--- src/rtl/store_hash_scheduler_pkg.sv ---
// store_hash_scheduler_pkg: shared types for the load/store ordering scheduler
package store_hash_scheduler_pkg;
   typedef logic [3:0] addr_hash_t;
   typedef enum logic {SCHED_IDLE, SCHED_WAIT} store_sched_state_t;
endpackage

--- src/rtl/store_hash_scheduler_addr_hash.sv ---
// store_hash_scheduler_addr_hash: folds addr[11:2] into a 4-bit hash, bit k collects addr[k+2], addr[k+6], addr[k+10]
module store_hash_scheduler_addr_hash
   import store_hash_scheduler_pkg::*;
#(
   parameter bit USE_BIT_3 = 1'b1
) (
   input  logic [11:0] addr_i,
   output addr_hash_t  hash_o
);
   assign hash_o[0] = (USE_BIT_3 & addr_i[2]) ^ addr_i[6] ^ addr_i[10];
   assign hash_o[1] = addr_i[3] ^ addr_i[7] ^ addr_i[11];
   assign hash_o[2] = addr_i[4] ^ addr_i[8];
   assign hash_o[3] = addr_i[5] ^ addr_i[9];
endmodule

--- src/rtl/store_hash_scheduler.sv ---
// store_hash_scheduler: in-order queue of unretired store hashes; holds each load until
// every older store with a matching hash has retired
module store_hash_scheduler
   import store_hash_scheduler_pkg::*;
#(
   parameter int DEPTH     = 4,
   parameter bit USE_BIT_3 = 1'b1
) (
   input  logic                         clk,
   input  logic                         rst_n,
   input  logic                         st_valid_i,
   input  logic [11:0]                  st_addr_i,
   output logic                         st_ready_o,
   input  logic                         st_retire_i,
   input  logic                         ld_valid_i,
   input  logic [11:0]                  ld_addr_i,
   output logic                         ld_ready_o,
   output logic                         ld_blocked_o,
   output logic                         empty_o,
   output logic [$clog2(DEPTH+1)-1:0]   count_o
);
   localparam int PW = $clog2(DEPTH);
   localparam int CW = $clog2(DEPTH+1);
   addr_hash_t         hash_q [DEPTH];
   logic [DEPTH-1:0]   valid_q, match;
   logic [PW-1:0]      head_q, tail_q;
   logic [CW-1:0]      count_q, drain_q, drain_init;
   store_sched_state_t state_q;
   addr_hash_t         st_hash, ld_hash;
   logic               st_acc, ret;
   store_hash_scheduler_addr_hash #(.USE_BIT_3(USE_BIT_3)) u_st_hash (.addr_i(st_addr_i), .hash_o(st_hash));
   store_hash_scheduler_addr_hash #(.USE_BIT_3(USE_BIT_3)) u_ld_hash (.addr_i(ld_addr_i), .hash_o(ld_hash));
   assign st_ready_o   = count_q != CW'(DEPTH);
   assign st_acc       = st_valid_i & st_ready_o;
   assign ret          = st_retire_i & (count_q != '0);
   assign empty_o      = count_q == '0;
   assign count_o      = count_q;
   assign ld_blocked_o = state_q == SCHED_WAIT;
   assign ld_ready_o   = rst_n & ld_valid_i & (ld_blocked_o ? drain_q == '0 : ~|match);
   always_comb begin
      for (int k = 0; k < DEPTH; k++) match[k] = valid_q[k] & (hash_q[k] == ld_hash);
   end
   // Later offsets from head overwrite earlier ones, leaving the youngest match
   always_comb begin
      drain_init = '0;
      for (int k = 0; k < DEPTH; k++) if (match[PW'(head_q + PW'(k))]) drain_init = CW'(k + 1);
   end
   always_ff @(posedge clk) begin
      if (st_acc) hash_q[tail_q] <= st_hash;
   end
   always_ff @(posedge clk or negedge rst_n) begin
      if (!rst_n) begin
         head_q  <= '0;
         tail_q  <= '0;
         count_q <= '0;
         valid_q <= '0;
         drain_q <= '0;
         state_q <= SCHED_IDLE;
      end else begin
         if (st_acc) begin
            valid_q[tail_q] <= 1'b1;
            tail_q          <= tail_q + PW'(1);
         end
         if (ret) begin
            valid_q[head_q] <= 1'b0;
            head_q          <= head_q + PW'(1);
         end
         count_q <= count_q + CW'(st_acc) - CW'(ret);
         if (state_q == SCHED_IDLE) begin
            if (ld_valid_i && |match) begin
               state_q <= SCHED_WAIT;
               drain_q <= drain_init - CW'(ret);
            end
         end else if (!ld_valid_i || ld_ready_o) begin
            state_q <= SCHED_IDLE;
            drain_q <= '0;
         end else if (ret && drain_q != '0) begin
            drain_q <= drain_q - CW'(1);
         end
      end
   end
   retire_when_empty: assert property (@(posedge clk) disable iff (!rst_n) !(st_retire_i && count_q == '0));
endmodule

--- config.mk ---
export PLATFORM = sky130hd
export DESIGN_NAME = store_hash_scheduler
export DESIGN_NICKNAME = d
export VERILOG_FILES = /design/src/rtl/store_hash_scheduler_pkg.sv /design/src/rtl/store_hash_scheduler_addr_hash.sv /design/src/rtl/store_hash_scheduler.sv
export SDC_FILE = /design/constraint.sdc
export NUM_CORES = 1
export LEC_CHECK = 0
export ABC_AREA = 0
export CORE_ASPECT_RATIO = 1.25
export CORE_MARGIN = 3
export CORE_UTILIZATION = 47
export CTS_BUF_LIST = sky130_fd_sc_hd__clkbuf_4 sky130_fd_sc_hd__clkbuf_8 sky130_fd_sc_hd__clkbuf_16
export CTS_CLUSTER_SIZE = 12
export DETAILED_ROUTE_END_ITERATION = 12
export PLACE_DENSITY = 0.76
export SLEW_MARGIN = 20
export SYNTH_ARGS = -nofsm -noshare
export SYNTH_HDL_FRONTEND = slang
export SYNTH_SLANG_ARGS = --single-unit
export TNS_END_PERCENT = 20
--- constraint.sdc ---
create_clock -name clk -period 2.7 [get_ports clk]
set_clock_uncertainty 0.05 [all_clocks]
set_input_delay 0.27 -clock clk [delete_from_list [all_inputs] [get_ports clk]]
set_output_delay 0.27 -clock clk [all_outputs]
set_load 0.05 [all_outputs]
==> summary.json <==
{
  "cells_and_area": {
    "number_of_nets_in_the_layout": 252,
    "ff_latch_area_um2": 855.8,
    "postLayoutCellArea_um2": 2576,
    "final_layout_size_suffix_gt1_frac": 0.2679,
    "multi_input_comb_area_um2": 1104,
    "area.growth.synth_to_final_pct": 32.24,
    "num-fill-cells": 333,
    "n_antenna_cell": 0
  },
  "power": {
    "power.static_leakage_uw": 0.001116,
    "power.net_switching_uw": 965.8,
    "power.ir.vdd_worst_uv": 803.8,
    "power_frac_seq": 0.329,
    "power_frac_clock": 0.152,
    "p_per_area_nw_per_um2": 951.3,
    "cell_internal_pwr_uw": 1485,
    "power.switching_fraction": 0.3941,
    "power.combinational.fraction": 0.519
  },
  "setup_path": {
    "worst-path-max-fanout": 4,
    "regToRegSetupSlack_ps": -220,
    "cp_data_required_time_ps": 2850,
    "timing.critical_path.to_type": "flip-flop",
    "crit_path_start_kind": "input pin",
    "worst-endpoint-arrival_ps": 3130,
    "critPathKind": "input pin to flip-flop"
  },
  "synth": {
    "synth_common_cells": "23 x sky130_fd_sc_hd__xnor2_1, 16 x sky130_fd_sc_hd__edfxtp_1, 15 x sky130_fd_sc_hd__dfrtp_1",
    "synthMostInstantiatedCell": "sky130_fd_sc_hd__xnor2_1",
    "syn-cell-area_um2": 1948,
    "synthDominantCellAreaShare": 0.2466,
    "synthDominantAreaCellType": "sky130_fd_sc_hd__edfxtp_1",
    "synth_ff_type": "sky130_fd_sc_hd__edfxtp_1",
    "yosys_warnings": 0,
    "yosysUniqueCellTypes": 35,
    "asyncSetResetFlopFracSynth": 0.4839,
    "mappedNetlistNets": 200,
    "synth-seq-cells": 31,
    "synth-edff-count": 16,
    "sequential_fraction_of_the_synthesis_area": 0.4393,
    "avgSynthCellArea_um2": 12.49,
    "synthTopCellsByArea": "sky130_fd_sc_hd__edfxtp_1 25%, sky130_fd_sc_hd__dfrtp_1 19%, sky130_fd_sc_hd__xnor2_1 10%",
    "synthesis.instances": 156
  },
  "sta": {
    "finalWorstSetupSlack_ps": -278.3,
    "final_hold_viol_count": 0,
    "clock.fmax_mhz": 335.8,
    "timing.setup.tns_ps": -369.2,
    "layout_worst_path_cycle_share": 1.103,
    "period_needed_ps": 2978,
    "final-max-slew-violation-count": 0,
    "setup_repair_after_global_routing_missed_its_margin": "yes",
    "final-setup-viol-count": 2,
    "max_slew.worst_pin.slew_ps": 498.4,
    "max_slew_margin": 0.6667
  },
  "hold_path": {
    "hp-class": "input pin to async pin"
  },
  "placement": {
    "place.port_buffers": 31,
    "dp_hpwl_um": 3134,
    "finalWeightedCongestion": 0.7942,
    "dpl-instance-area_um2": 2431
  },
  "cts": {
    "tritoncts_num_sinks": 31,
    "cts_max_path_buffers": 2,
    "cts.reportedPaths.clkPinSlew_ps": 60,
    "insertion_delay_ps": 280,
    "htreeDepth": 2,
    "ctsRootBufferMaster": "sky130_fd_sc_hd__clkbuf_8",
    "cts_tree": "built",
    "cts_inserted_buffers": 5,
    "postCtsHoldBufs": 0
  },
  "run_status": {
    "violations": "setup timing",
    "status": "finished, violations left"
  },
  "flow_run": {
    "drv.max_cap_violation_count": 0
  },
  "die": {
    "core_region_um2": 3879,
    "chipWidth_um": 63.59,
    "die_height_um": 77.98,
    "core.rowCount": 25,
    "die-area_um2": 4958,
    "io_pins": 36,
    "initial_core_utilization": 0.5023
  },
  "routing": {
    "drtAntennaViolNets": 0,
    "drt_pass1_iterations": 4,
    "vias": 1367,
    "wirelength_um": 3981,
    "routedWlPerCell_um": 15.14,
    "drt-vias-per-instance": 5.198,
    "route.detailed.drc": 0,
    "number_of_design_rule_violations_left_by_the_first_detailed_router_iteration": 34
  },
  "global_routing": {
    "grt_overflow_total": 0,
    "grt_first_pass_wirelength_um": 6755,
    "antenna_violations_before_repair": 0,
    "grt.total_usage": 0.1786,
    "vias_in_the_first_global_route": 1475,
    "grt_max_degree": 17
  }
}
## worst paths after layout
kind                                        start                endpoint  depth (start not counted)
max                                 ld_addr_i[10]  drain_q[2]$_DFFE_PN0P_                         14
min                                         rst_n   head_q[1]$_DFFE_PN0P_                          2
max reg2reg                hash_q[3][2]$_DFFE_PP_  drain_q[2]$_DFFE_PN0P_                         13
min reg2reg                drain_q[2]$_DFFE_PN0P_  drain_q[2]$_DFFE_PN0P_                          1
max in group asynchronous                   rst_n   tail_q[0]$_DFFE_PN0P_                          2
min in group clk           drain_q[2]$_DFFE_PN0P_  drain_q[2]$_DFFE_PN0P_                          1
## registers in the layout, indices dropped and copies added, names as in the netlist
name	count
count_o	3
drain_q	3
hash_q	16
head_q	2
ld_blocked_o	1
tail_q	2
valid_q	4
## area by class of cell
type	instances	share of cell area
Timing Repair Buffer	48	0.1593
Clock inverter	1	0.001457
Clock buffer	7	0.03497
Inverter	12	0.01748
Tap cell	54	0.02623
Sequential cell	31	0.3322
Multi-Input combinational cell	110	0.4284
## power by group through the flow
stage,registers (uW),clock network (uW),logic (uW)
final,807,372,1270
after global routing,828,404,1410
after CTS,809,382,1240
after detailed placement,816,0,1220
after global placement,802,0,1140
after floorplan,892,0,757
## per-layer routing
| layer | GRT usage | up-vias | share of wire |
|---|---|---|---|
| li1 | - | 650 | - |
| met4 | 0.06479 | 0 | 0.018 |
| met5 | 0 | - | 0 |
| met3 | 0.03184 | 9 | 0.051 |
| met1 | 0.1962 | 663 | 0.36 |
| met2 | 0.3365 | 45 | 0.58 |
## placed cells by master (no fill, tap or decap), types with 5 or more instances in the layout
cell                              synthesis  layout
sky130_fd_sc_hd__o21ai_0                  6       5
sky130_fd_sc_hd__inv_1                   12      12
sky130_fd_sc_hd__dfrtp_1                 15      15
sky130_fd_sc_hd__and3_1                   5       5
sky130_fd_sc_hd__nor2_1                   7       6
sky130_fd_sc_hd__clkdlybuf4s50_1          0      20
sky130_fd_sc_hd__buf_4                    0      16
sky130_fd_sc_hd__ha_1                    14      12
sky130_fd_sc_hd__nand2_1                  8       8
sky130_fd_sc_hd__xnor2_1                 23      22
sky130_fd_sc_hd__clkbuf_2                 0       6
sky130_fd_sc_hd__clkbuf_8                 0       6
sky130_fd_sc_hd__edfxtp_1                16      16
## timing repair
| action | 4_1_cts | 5_1_grt |
|---|---|---|
| pin swaps | 18 | 14 |
| endpoints found under the setup margin | 4 | 4 |
| buffers inserted | 4 | 1 |
| resized for setup | 18 | 18 |
## cells by family (layout without fill, tap and decap cells)
group / count (synthesis) / count (layout) / synth area share
flops: 31 / 31 / 0.4393
xor+xnor: 34 / 34 / 0.2087
buf+inv: 15 / 68 / 0.02890
mux: 7 / 7 / 0.04945
simple gates: 34 / 34 / 0.09892
compound gates: 20 / 20 / 0.07450
fa+ha+maj: 15 / 15 / 0.1002
## worst max-delay path, cell delays in order
cell                        delay [ps]
sky130_fd_sc_hd__clkbuf_2          100
sky130_fd_sc_hd__xnor3_2           460
sky130_fd_sc_hd__buf_4             160
sky130_fd_sc_hd__xnor2_1           110
sky130_fd_sc_hd__or4_4             440
sky130_fd_sc_hd__buf_4             170
sky130_fd_sc_hd__mux2i_4           200
sky130_fd_sc_hd__mux2_2            200
sky130_fd_sc_hd__o21ai_1           100
sky130_fd_sc_hd__ha_4              190
sky130_fd_sc_hd__or3b_4            360
sky130_fd_sc_hd__mux2i_2           200
sky130_fd_sc_hd__a211oi_2           50
sky130_fd_sc_hd__o2bb2ai_1         120
## metrics by stage
step	utilization	hold WS, ps	std cells	total power, uW	setup WS, ps
floorplan	-	-75.59	156	1648	-221.9
global placement	0.6268	461.0	250	1943	-826.9
detailed placement	0.6268	479.3	250	2036	-958.9
CTS	0.6606	289.1	262	2434	-354.4
global route	0.6642	317.1	263	2645	-418.4
finish	0.6642	287.6	263	2451	-278.3
Power figures use the tool's default switching activity.
